### config.mk
export PLATFORM = sky130hd
export DESIGN_NAME = yd_wb_arb
export DESIGN_NICKNAME = d
export VERILOG_FILES = /design/src/rtl/yd_pkg.sv /design/src/rtl/yd_rr_pick.sv /design/src/rtl/yd_wb_arb.sv
export SDC_FILE = /design/constraint.sdc
export NUM_CORES = 1
export LEC_CHECK = 0
export CAP_MARGIN = 20
export CORE_AREA = 5 5 91 93
export CTS_CLUSTER_DIAMETER = 150
export DETAILED_ROUTE_END_ITERATION = 10
export DIE_AREA = 0 0 96 98
export PLACE_DENSITY = 0.87
export SETUP_SLACK_MARGIN = 0.4
export SYNTH_ARGS = -nofsm -noshare
export SYNTH_HDL_FRONTEND = slang
export SYNTH_SLANG_ARGS = --single-unit
### constraint.sdc
create_clock -name clk -period 3.8 [get_ports clk]
set_input_delay 0.57 -clock clk [delete_from_list [all_inputs] [get_ports clk]]
set_output_delay 0.57 -clock clk [all_outputs]
set_load 0.01 [all_outputs]
### src/rtl/yd_pkg.sv
// Shared defaults and types for the yd writeback arbiter.
// Holds the default widths, the writeback request record, and a helper
// that sizes the round-robin pointer for a given requester count.
package yd_pkg;

    localparam int YD_DW   = 16;
    localparam int YD_AW   = 4;
    localparam int YD_NREQ = 3;

    // One writeback request as seen by the arbiter.
    typedef struct packed {
        logic              valid;
        logic [YD_AW-1:0]  addr;
        logic [YD_DW-1:0]  data;
    } wb_req_t;

    // Width of an index into NREQ requesters (never below one bit).
    function automatic int ptr_width(input int n);
        return (n > 1) ? $clog2(n) : 1;
    endfunction

endpackage

### src/rtl/yd_rr_pick.sv
// Rotating find-first-two picker.
// Scans the valid vector starting at ptr and wrapping past NREQ-1. The first
// valid entry wins grant0; the next valid entry whose address does not match
// the grant0 winner wins grant1. conflict[i][j] is 1 when requesters i and j
// target the same address.
module yd_rr_pick
    import yd_pkg::*;
#(
    parameter  int NREQ = YD_NREQ,
    localparam int PW   = ptr_width(NREQ)
) (
    input  logic [NREQ-1:0]            valid,
    input  logic [PW-1:0]              ptr,
    input  logic [NREQ-1:0][NREQ-1:0]  conflict,
    output logic [NREQ-1:0]            grant0,
    output logic [NREQ-1:0]            grant1
);

    // Walk the requesters in rotation order and pick up to two winners.
    always_comb begin
        logic [PW:0]   sum;
        logic [PW-1:0] idx;
        logic [PW-1:0] sel0;
        logic          found0;
        logic          found1;
        grant0 = '0;
        grant1 = '0;
        sum    = '0;
        idx    = '0;
        sel0   = '0;
        found0 = 1'b0;
        found1 = 1'b0;
        for (int k = 0; k < NREQ; k++) begin
            // ptr + k stays below 2*NREQ, so one conditional subtract wraps it.
            sum = {1'b0, ptr} + (PW+1)'(k);
            idx = (sum >= (PW+1)'(NREQ)) ? PW'(sum - (PW+1)'(NREQ)) : sum[PW-1:0];
            if (valid[idx]) begin
                if (!found0) begin
                    grant0[idx] = 1'b1;
                    sel0        = idx;
                    found0      = 1'b1;
                end else if (!found1 && !conflict[sel0][idx]) begin
                    grant1[idx] = 1'b1;
                    found1      = 1'b1;
                end
            end
        end
    end

endmodule

### src/rtl/yd_wb_arb.sv
// Two-port register-file writeback arbiter.
// Grants up to two of NREQ writeback requesters per cycle in round-robin
// order, refusing a second grant to the same destination register, and
// registers the winners onto write ports 0 and 1 with one cycle of latency.
// Optional feature: define YD_WB_FWD_EN to add read forwarding from the
// registered write ports onto two register-file read ports.
module yd_wb_arb
    import yd_pkg::*;
#(
    parameter int DW   = YD_DW,
    parameter int AW   = YD_AW,
    parameter int NREQ = YD_NREQ
) (
    input  logic               clk,
    input  logic               rst,
    input  logic               hold,
    input  logic [NREQ-1:0]    req_valid,
    input  logic [NREQ*AW-1:0] req_addr,
    input  logic [NREQ*DW-1:0] req_data,
    output logic [NREQ-1:0]    req_ready,
    output logic               we0,
    output logic [AW-1:0]      waddr0,
    output logic [DW-1:0]      din0,
    output logic               we1,
    output logic [AW-1:0]      waddr1,
    output logic [DW-1:0]      din1
`ifdef YD_WB_FWD_EN
    ,
    input  logic [AW-1:0]      raddr0,
    input  logic [AW-1:0]      raddr1,
    input  logic [DW-1:0]      rf_dout0,
    input  logic [DW-1:0]      rf_dout1,
    output logic [DW-1:0]      rdata0,
    output logic [DW-1:0]      rdata1
`endif
);

    localparam int PW = ptr_width(NREQ);

    logic [PW-1:0]             rr_ptr_reg;
    logic [PW-1:0]             rr_ptr_next;
    logic [NREQ-1:0]           eligible;
    logic [NREQ-1:0][NREQ-1:0] conflict;
    logic [NREQ-1:0]           grant0;
    logic [NREQ-1:0]           grant1;
    logic                      any0;
    logic                      any1;
    logic [AW-1:0]             addr0_sel;
    logic [DW-1:0]             data0_sel;
    logic [AW-1:0]             addr1_sel;
    logic [DW-1:0]             data1_sel;
    logic [PW-1:0]             last_idx;

    // A stalled pipeline takes nothing, so hide every request from the picker.
    assign eligible = hold ? '0 : req_valid;

    // Pairwise destination comparison feeding the picker's conflict check.
    for (genvar gi = 0; gi < NREQ; gi++) begin : g_conf_row
        for (genvar gj = 0; gj < NREQ; gj++) begin : g_conf_col
            assign conflict[gi][gj] = (req_addr[gi*AW +: AW] == req_addr[gj*AW +: AW]);
        end
    end

    yd_rr_pick #(
        .NREQ (NREQ)
    ) u_pick (
        .valid    (eligible),
        .ptr      (rr_ptr_reg),
        .conflict (conflict),
        .grant0   (grant0),
        .grant1   (grant1)
    );

    // Grants are the handshake; nothing is offered while reset is asserted.
    assign req_ready = rst ? (grant0 | grant1) : '0;
    assign any0      = |grant0;
    assign any1      = |grant1;

    // Steer the winners' address/data to each port and find the last winner.
    always_comb begin
        addr0_sel = '0;
        data0_sel = '0;
        addr1_sel = '0;
        data1_sel = '0;
        last_idx  = '0;
        for (int i = 0; i < NREQ; i++) begin
            if (grant0[i]) begin
                addr0_sel = req_addr[i*AW +: AW];
                data0_sel = req_data[i*DW +: DW];
                last_idx  = PW'(i);
            end
        end
        // Port 1 always lies later in the scan, so it overrides last_idx.
        for (int i = 0; i < NREQ; i++) begin
            if (grant1[i]) begin
                addr1_sel = req_addr[i*AW +: AW];
                data1_sel = req_data[i*DW +: DW];
                last_idx  = PW'(i);
            end
        end
    end

    // Pointer moves just past the last requester served; idle cycles keep it.
    always_comb begin
        rr_ptr_next = rr_ptr_reg;
        if (any0) begin
            rr_ptr_next = (last_idx == PW'(NREQ-1)) ? '0 : last_idx + PW'(1);
        end
    end

    // Round-robin pointer register.
    always_ff @(posedge clk or negedge rst) begin
        if (!rst) begin
            rr_ptr_reg <= '0;
        end else begin
            rr_ptr_reg <= rr_ptr_next;
        end
    end

    // Write port registers: strobe every cycle, address/data only when granted.
    always_ff @(posedge clk or negedge rst) begin
        if (!rst) begin
            we0    <= 1'b0;
            waddr0 <= '0;
            din0   <= '0;
            we1    <= 1'b0;
            waddr1 <= '0;
            din1   <= '0;
        end else begin
            we0 <= any0;
            we1 <= any1;
            if (any0) begin
                waddr0 <= addr0_sel;
                din0   <= data0_sel;
            end
            if (any1) begin
                waddr1 <= addr1_sel;
                din1   <= data1_sel;
            end
        end
    end

`ifdef YD_WB_FWD_EN
    // Bypass a write landing this cycle onto a read of the same register;
    // the two write ports never share an address, so priority is irrelevant.
    assign rdata0 = (we0 && (waddr0 == raddr0)) ? din0 :
                    (we1 && (waddr1 == raddr0)) ? din1 : rf_dout0;
    assign rdata1 = (we0 && (waddr0 == raddr1)) ? din0 :
                    (we1 && (waddr1 == raddr1)) ? din1 : rf_dout1;
`endif

endmodule

# Word-level counts from Yosys, hierarchy flattened
# Cells that the tools add are included.
totals:
  in_bits: 66
  out_inout_bits: 45
  elab_cells: 105
  register_bits: 44
classes:
  n_lt_le_gt_ge: 11
  muxes: 62
  n_reduce_logical: 8
  bitwise: 4
  n_addsub: 6
  n_eq_ne: 7
op_table:
  columns: ["operator", "count"]
  rows:
  - ["16-bit two-way mux", 6]
  - ["3-bit two-way mux", 15]
  - ["4-bit equality test", 6]
  - ["4-bit two-way mux", 6]
  - ["2-bit two-way mux", 11]
  - ["2-bit by 3-bit < comparator with 1-bit output (second input constant)", 5]
  - ["1-bit two-way mux", 14]
  - ["3-bit binary-select mux with 2-bit select", 2]
  - ["3-bit bitwise OR", 4]
  - ["1-bit binary-select mux with 2-bit select", 5]
  - ["1-bit demux with 2-bit select", 3]
  - ["2-bit by 1-bit greater-or-equal comparator with 1-bit output (second input constant)", 3]
  - ["3-bit by 2-bit greater-or-equal comparator with 1-bit output (second input constant)", 2]
  - ["3-bit OR reduction", 2]
  - ["2-bit subtractor (second input constant)", 3]
  - ["1-bit logical AND", 4]
  - ["2-bit by 1-bit adder with 3-bit output (second input constant)", 1]
  - ["2-bit by 2-bit adder with 3-bit output (second input constant)", 1]
  - ["2-bit by 1-bit adder with 2-bit output (second input constant)", 1]
  - ["2-bit equality test (second input constant)", 1]
  - ["2-bit greater-or-equal comparator (second input constant)", 1]
  - ["1-bit zero test", 2]

# Longest topological paths before layout
# Gate-level depths: netlist of run 1.
depth:
  ltp_word: 22
  depth_mapped: 13
  depth_no_buf: 10

# By module
# A second synthesis of run 1 with hierarchy kept.
hier_totals:
  cells_unflattened: 302
  hier_area_um2: 2819.0
by_module_without_submodules:
  columns: ["mod", "n_inst", "area_per_inst_um2", "seq_area_each_um2", "cells_per_inst"]
  rows:
  - ["yd_wb_arb", 1, 2267.2, 1101.1, 226]
  - ["yd_rr_pick", 1, 551.8, 0.0, 76]

# Worst setup path after synthesis of run 1
# Ideal clock, no wire load.
synth_path:
  kind: "input -> output"
  start: "in req_addr[0]"
  end: "out req_ready[1]"
  t_arrival_ns: 2.733
  required_ns: 3.230
  n_path_buf: 1
  path_stages: 8
  path_slack_ns: 0.497
  cell_sequence: "xor2_1 -> or4_4 -> a221o_1 -> o221ai_4 -> o221ai_2 -> o21a_1 -> clkbuf_1 -> a21boi_0"
synth_via:
  elab_chain_cells: 15
  elab_cells_between_ends: 27
  classes_between: "eq/ne: 4; mux: 18; bitwise: 2; reduce/logical: 3"
synth_rtl:
  columns: ["element", "line_no", "source"]
  rows:
  - ["from (decl)", "yd_wb_arb.sv:18", "input logic [NREQ*AW-1:0] req_addr,"]
  - ["4-bit equality test", "yd_wb_arb.sv:60", "assign conflict[gi][gj] = (req_addr[gi*AW +: AW] == req_addr[gj*AW +: AW]);"]
  - ["3-bit binary-select mux with 2-bit select", "yd_rr_pick.sv:42", "end else if (!found1 && !conflict[sel0][idx]) begin"]
  - ["3-bit two-way mux (not written as such)", "yd_rr_pick.sv:42", null]
  - ["1-bit binary-select mux with 2-bit select", "yd_rr_pick.sv:42", null]
  - ["1-bit two-way mux (not written as such)", "yd_rr_pick.sv:42", null]
  - ["1-bit two-way mux", "yd_rr_pick.sv:42", null]
  - ["1-bit two-way mux", "yd_rr_pick.sv:38", "if (!found0) begin"]
  - ["1-bit two-way mux", "yd_rr_pick.sv:37", "if (valid[idx]) begin"]
  - ["1-bit zero test", "yd_rr_pick.sv:42", null]
  - ["1-bit logical AND", "yd_rr_pick.sv:42", null]
  - ["3-bit two-way mux", "yd_rr_pick.sv:42", null]
  - ["3-bit two-way mux", "yd_rr_pick.sv:38", null]
  - ["3-bit two-way mux *", "yd_rr_pick.sv:37", null]
  - ["3-bit bitwise OR *", "yd_wb_arb.sv:75", "assign req_ready = rst ? (grant0 | grant1) : '0;"]
  - ["3-bit two-way mux *", "yd_wb_arb.sv:75", null]
  - ["to (decl)", "yd_wb_arb.sv:20", "output logic [NREQ-1:0] req_ready,"]
# Every way passes the cells marked *; elsewhere a longest branch is shown, timed or not. The select of a mux whose other input is x is not followed.

# Worst setup path in the final report of run 1
layout_path:
  start: "reg rr_ptr_reg[0]"
  end: "out req_ready[0]"
layout_via:
  elab_chain_cells: 19
  elab_cells_between_ends: 67
  classes_between: "add/sub: 5; order compare: 9; mux: 43; bitwise: 4; reduce/logical: 6"
layout_rtl:
  columns: ["element", "line_no", "source"]
  rows:
  - ["from (decl)", "yd_wb_arb.sv:40", "logic [PW-1:0] rr_ptr_reg;"]
  - ["from (signal assigned)", "yd_wb_arb.sv:116", "rr_ptr_reg <= rr_ptr_next;"]
  - ["2-bit subtractor / 2-bit greater-or-equal comparator (equally long branches)", "yd_rr_pick.sv:36", "idx = (sum >= (PW+1)'(NREQ)) ? PW'(sum - (PW+1)'(NREQ)) : sum[PW-1:0];"]
  - ["2-bit two-way mux", "yd_rr_pick.sv:36", null]
  - ["1-bit binary-select mux with 2-bit select", "yd_rr_pick.sv:37", null]
  - ["1-bit two-way mux (not written as such)", "yd_rr_pick.sv:37", null]
  - ["2-bit two-way mux", "yd_rr_pick.sv:37", null]
  - ["3-bit binary-select mux with 2-bit select", "yd_rr_pick.sv:42", null]
  - ["3-bit two-way mux (not written as such)", "yd_rr_pick.sv:42", null]
  - ["1-bit binary-select mux with 2-bit select", "yd_rr_pick.sv:42", null]
  - ["[3 not listed]", null, null]
  - ["1-bit two-way mux", "yd_rr_pick.sv:37", null]
  - ["1-bit zero test", "yd_rr_pick.sv:42", null]
  - ["1-bit logical AND", "yd_rr_pick.sv:42", null]
  - ["3-bit two-way mux", "yd_rr_pick.sv:42", null]
  - ["3-bit two-way mux", "yd_rr_pick.sv:38", null]
  - ["3-bit two-way mux", "yd_rr_pick.sv:37", null]
  - ["3-bit bitwise OR *", "yd_wb_arb.sv:75", null]
  - ["3-bit two-way mux *", "yd_wb_arb.sv:75", null]
# Marks and branches as above.

==> results of run 1 <==
-- critical path, stage by stage, from the launching register on --
cell and delay (ns):
dfrtp_2 0.44, buf_6 0.12, ha_4 0.16, buf_8 0.13, nor2b_1 0.12, o211a_1 0.27, a31oi_1 0.29, o211ai_1 0.18
o221ai_2 0.20, buf_4 0.17, o21ai_4 0.05, o21a_1 0.18, buf_6 0.13
-- timing repair --
| action | in CTS | in global routing |
|---|---|---|
| endpoints found under the setup margin | 4 | 27 |
| gates resized for setup | 32 | 36 |
| buffers inserted | 5 | 10 |
| pin swaps | 11 | 17 |
| hold endpoints to repair | 0 | 0 |
-- synthesized netlist by cell type (5+ instances only) --
master    number  share of area [%]
a21oi_1       23                3.5
a221oi_2      19                8.6
and2_1        22                4.1
buf_2          5               0.75
clkbuf_1      21                2.4
dfrtp_1       44                 33
inv_1          6               0.68
nand2_1       26                2.9
nand3b_1      21                4.7
nor2_1        27                3.0
nor2b_1        5               0.94
o21ai_0       20                3.0
o22ai_1       21                3.9
o31ai_2       19                7.1
xnor2_1        8                2.1
-- through the flow --
stage,area [um^2],TNS (ns),power [W],setup slack (ns)
after floorplan,3330,0,0.00227,0.497
after global placement,4750,-0.391,0.00320,-0.163
after detailed placement,4750,-0.546,0.00328,-0.209
after CTS,4920,0,0.00375,0.404
after global routing,5110,0,0.00415,0.334
final,5110,0,0.00394,0.452
-- worst paths after layout --
check	slack (ns)	endpoint	from
setup / recovery	0.45	req_ready[0]	rr_ptr_reg[0]
max in group asynchronous	2.99	din0[11]	rst
hold reg to reg	0.57	din0[12]	din0[12]
hold / removal	0.21	din0[2]	rst
setup reg to reg	0.50	din0[8]	rr_ptr_reg[0]
min in group clk	0.57	din0[12]	din0[12]
-- per-layer routing --
layer	vias up	routed length [um]	track usage [%]	part of all wire, %
met3	35	720	5.39	5.8
met4	0	410	11.7	3.3
met2	176	6390	42.1	52
li1	1635	-	-	-
met5	-	0	0	0
met1	1780	4830	30.3	39
-- cell type report --
type | instances | area [um^2]
Clock buffer | 7 | 96.3
Clock inverter | 1 | 30.0
Fill cell | 551 | 2330
Inverter | 6 | 22.5
Multi-Input combinational cell | 275 | 2200
Sequential cell | 44 | 1100
Tap cell | 102 | 128
Timing Repair Buffer | 169 | 1530
-- kinds of logic (layout without fill, tap and decap cells) --
kind of cell | count (synthesis) | after routing
AO/OA/AOI/OAI | 131 | 131
AND/OR/NAND/NOR | 122 | 122
flip-flops | 44 | 44
buffers and inverters | 38 | 183
XOR/XNOR | 12 | 12
multiplexers | 6 | 6
adder cells (fa/ha/maj) | 4 | 4
-- power groups by stage --
stage / logic (W) / clock network [W] / registers [W]
6_report: 0.00267 / 0.000407 / 0.000860
3_5_place_dp: 0.00243 / 0 / 0.000850
5_1_grt: 0.00284 / 0.000425 / 0.000884
4_1_cts: 0.00249 / 0.000405 / 0.000847
3_3_place_gp: 0.00235 / 0 / 0.000842
2_1_floorplan: 0.00135 / 0 / 0.000929
==> metrics.yaml, run 1 <==
run_status:
  status: "finished, final reports clean"
synth:
  synth_compound_area_share_pct: 34.1
  synth_cells: 357
  synthArstFlopShare_pct: 100
  ys.warnings.count: 0
  synth_fp_nets: 427
  synth.distinct_cells: 55
  synth-seq-cells: 44
  synth_edf_count: 0
  synth_flop_cell: "dfrtp_1"
  synth-xor-area-share_pct: 3.15
  seq_area_frac_synth_pct: 33.0
  synth-simple-area-share_pct: 20.9
  synth_top_family_by_area: "compound AO/OA/AOI/OAI gates"
  synth_mux_area_share_pct: 1.88
  synth_area_per_cell_um2: 9.34
  yosys.area_share.adder_pct: 1.50
  syn-cell-area_um2: 3330
detailed_routing:
  drt_iter0_drc: 321
  drc: 0
  via_count: 3626
  drt_wl_total_mm: 12.3
  wire_per_inst_um: 20.4
  via_per_inst: 6.00
  first_pass_iters: 5
  ant_nets: 0
clocking:
  cts_root_buffer: "clkbuf_8"
  clk_path_buf_depth: 2
  cts_htree_levels: 2
  insertion_delay_ns: 0.31
  clkSinkCount: 44
  numCtsBuffers: 5
  cts_tree: "done"
  ctsHoldBuffers: 0
  clk_pin_slew_ns: 0.09
cells_and_area:
  drive_gt1_share_pct: 29.1
  top_regs: "din0 x16, din1 x16"
  final_cells: 604
  mostFrequentLayoutCells: "clkdlybuf4s50_1 (92), buf_4 (56), dfrtp_1 (43), nor2_1 (27), nand2_1 (26)"
  n_antenna_cell: 0
  area_growth_pct: 53.4
  final_common_cell: "clkdlybuf4s50_1"
  nets: 571
  fin_util_pct: 68.7
pwr:
  p_int_w: 0.00228
  comb_power_share_pct: 67.9
  leakage_nw: 2.03
  power.switching_w: 0.00166
  p_seq_share_pct: 21.8
  power_frac_clock_pct: 10.3
  powerDensity_nw_per_um2: 771
  ir_drop_v: 0.000430
  swShare_pct: 42.1
floorplanning:
  die_y_um: 98
  initial_core_util_pct: 44.8
  core-area_um2: 7450
  rows: 32
  ioPinCount: 111
  die_w_um: 96
  dieArea_um2: 9410
min_path:
  hold_class: "in -> async"
global_routing:
  first_global_vias: 3691
  antenna_found_initial: 0
  grt_start_max_net_pins: 45
  grtUsageTotal_pct: 25.2
  grt_overflow_total: 0
  grt_pass1_wl_mm: 18.7
worst_setup_path:
  end_kind: "output port"
  critPathArrivalTime_ns: 2.78
  critPathKind: "reg -> out"
  startpoint_type: "register"
  required_ns: 3.23
  r2r_cells: 13
  cp_max_fo: 9
placement:
  port-buffer-count: 110
  place_inst: 581
  place_congestion: 0.879
  hpwl_mm: 8.14
timing:
  rsz0062_at_grt: "false"
  worstMarginPinSlew_ns: 0.719
  max_slew_margin_pct: 51.8
  period_minus_slack_ns: 3.35
  clock_skew_ns: 0.0114
  finalHoldViolCount: 0
  finalSetupViolCount: 0
  holdWs_ns: 0.207
  post-route-period-util_pct: 88.1
  slew_viol_final: 0
  fmax_ghz: 0.299
flow_run:
  maxCapViolations: 0
Note: power is estimated with default switching activity, not from simulation.
==> inputs of run 2 (changes only) <==
--- a/config.mk
+++ b/config.mk
@@ -5,6 +5,7 @@
 export SDC_FILE = /design/constraint.sdc
 export NUM_CORES = 1
 export LEC_CHECK = 0
+export ABC_AREA = 0
 export CAP_MARGIN = 20
 export CORE_AREA = 5 5 91 93
 export CTS_CLUSTER_DIAMETER = 150
==> results of run 2 <==
Same layout as run 1: the final DEF is identical, and so are final timing and power.
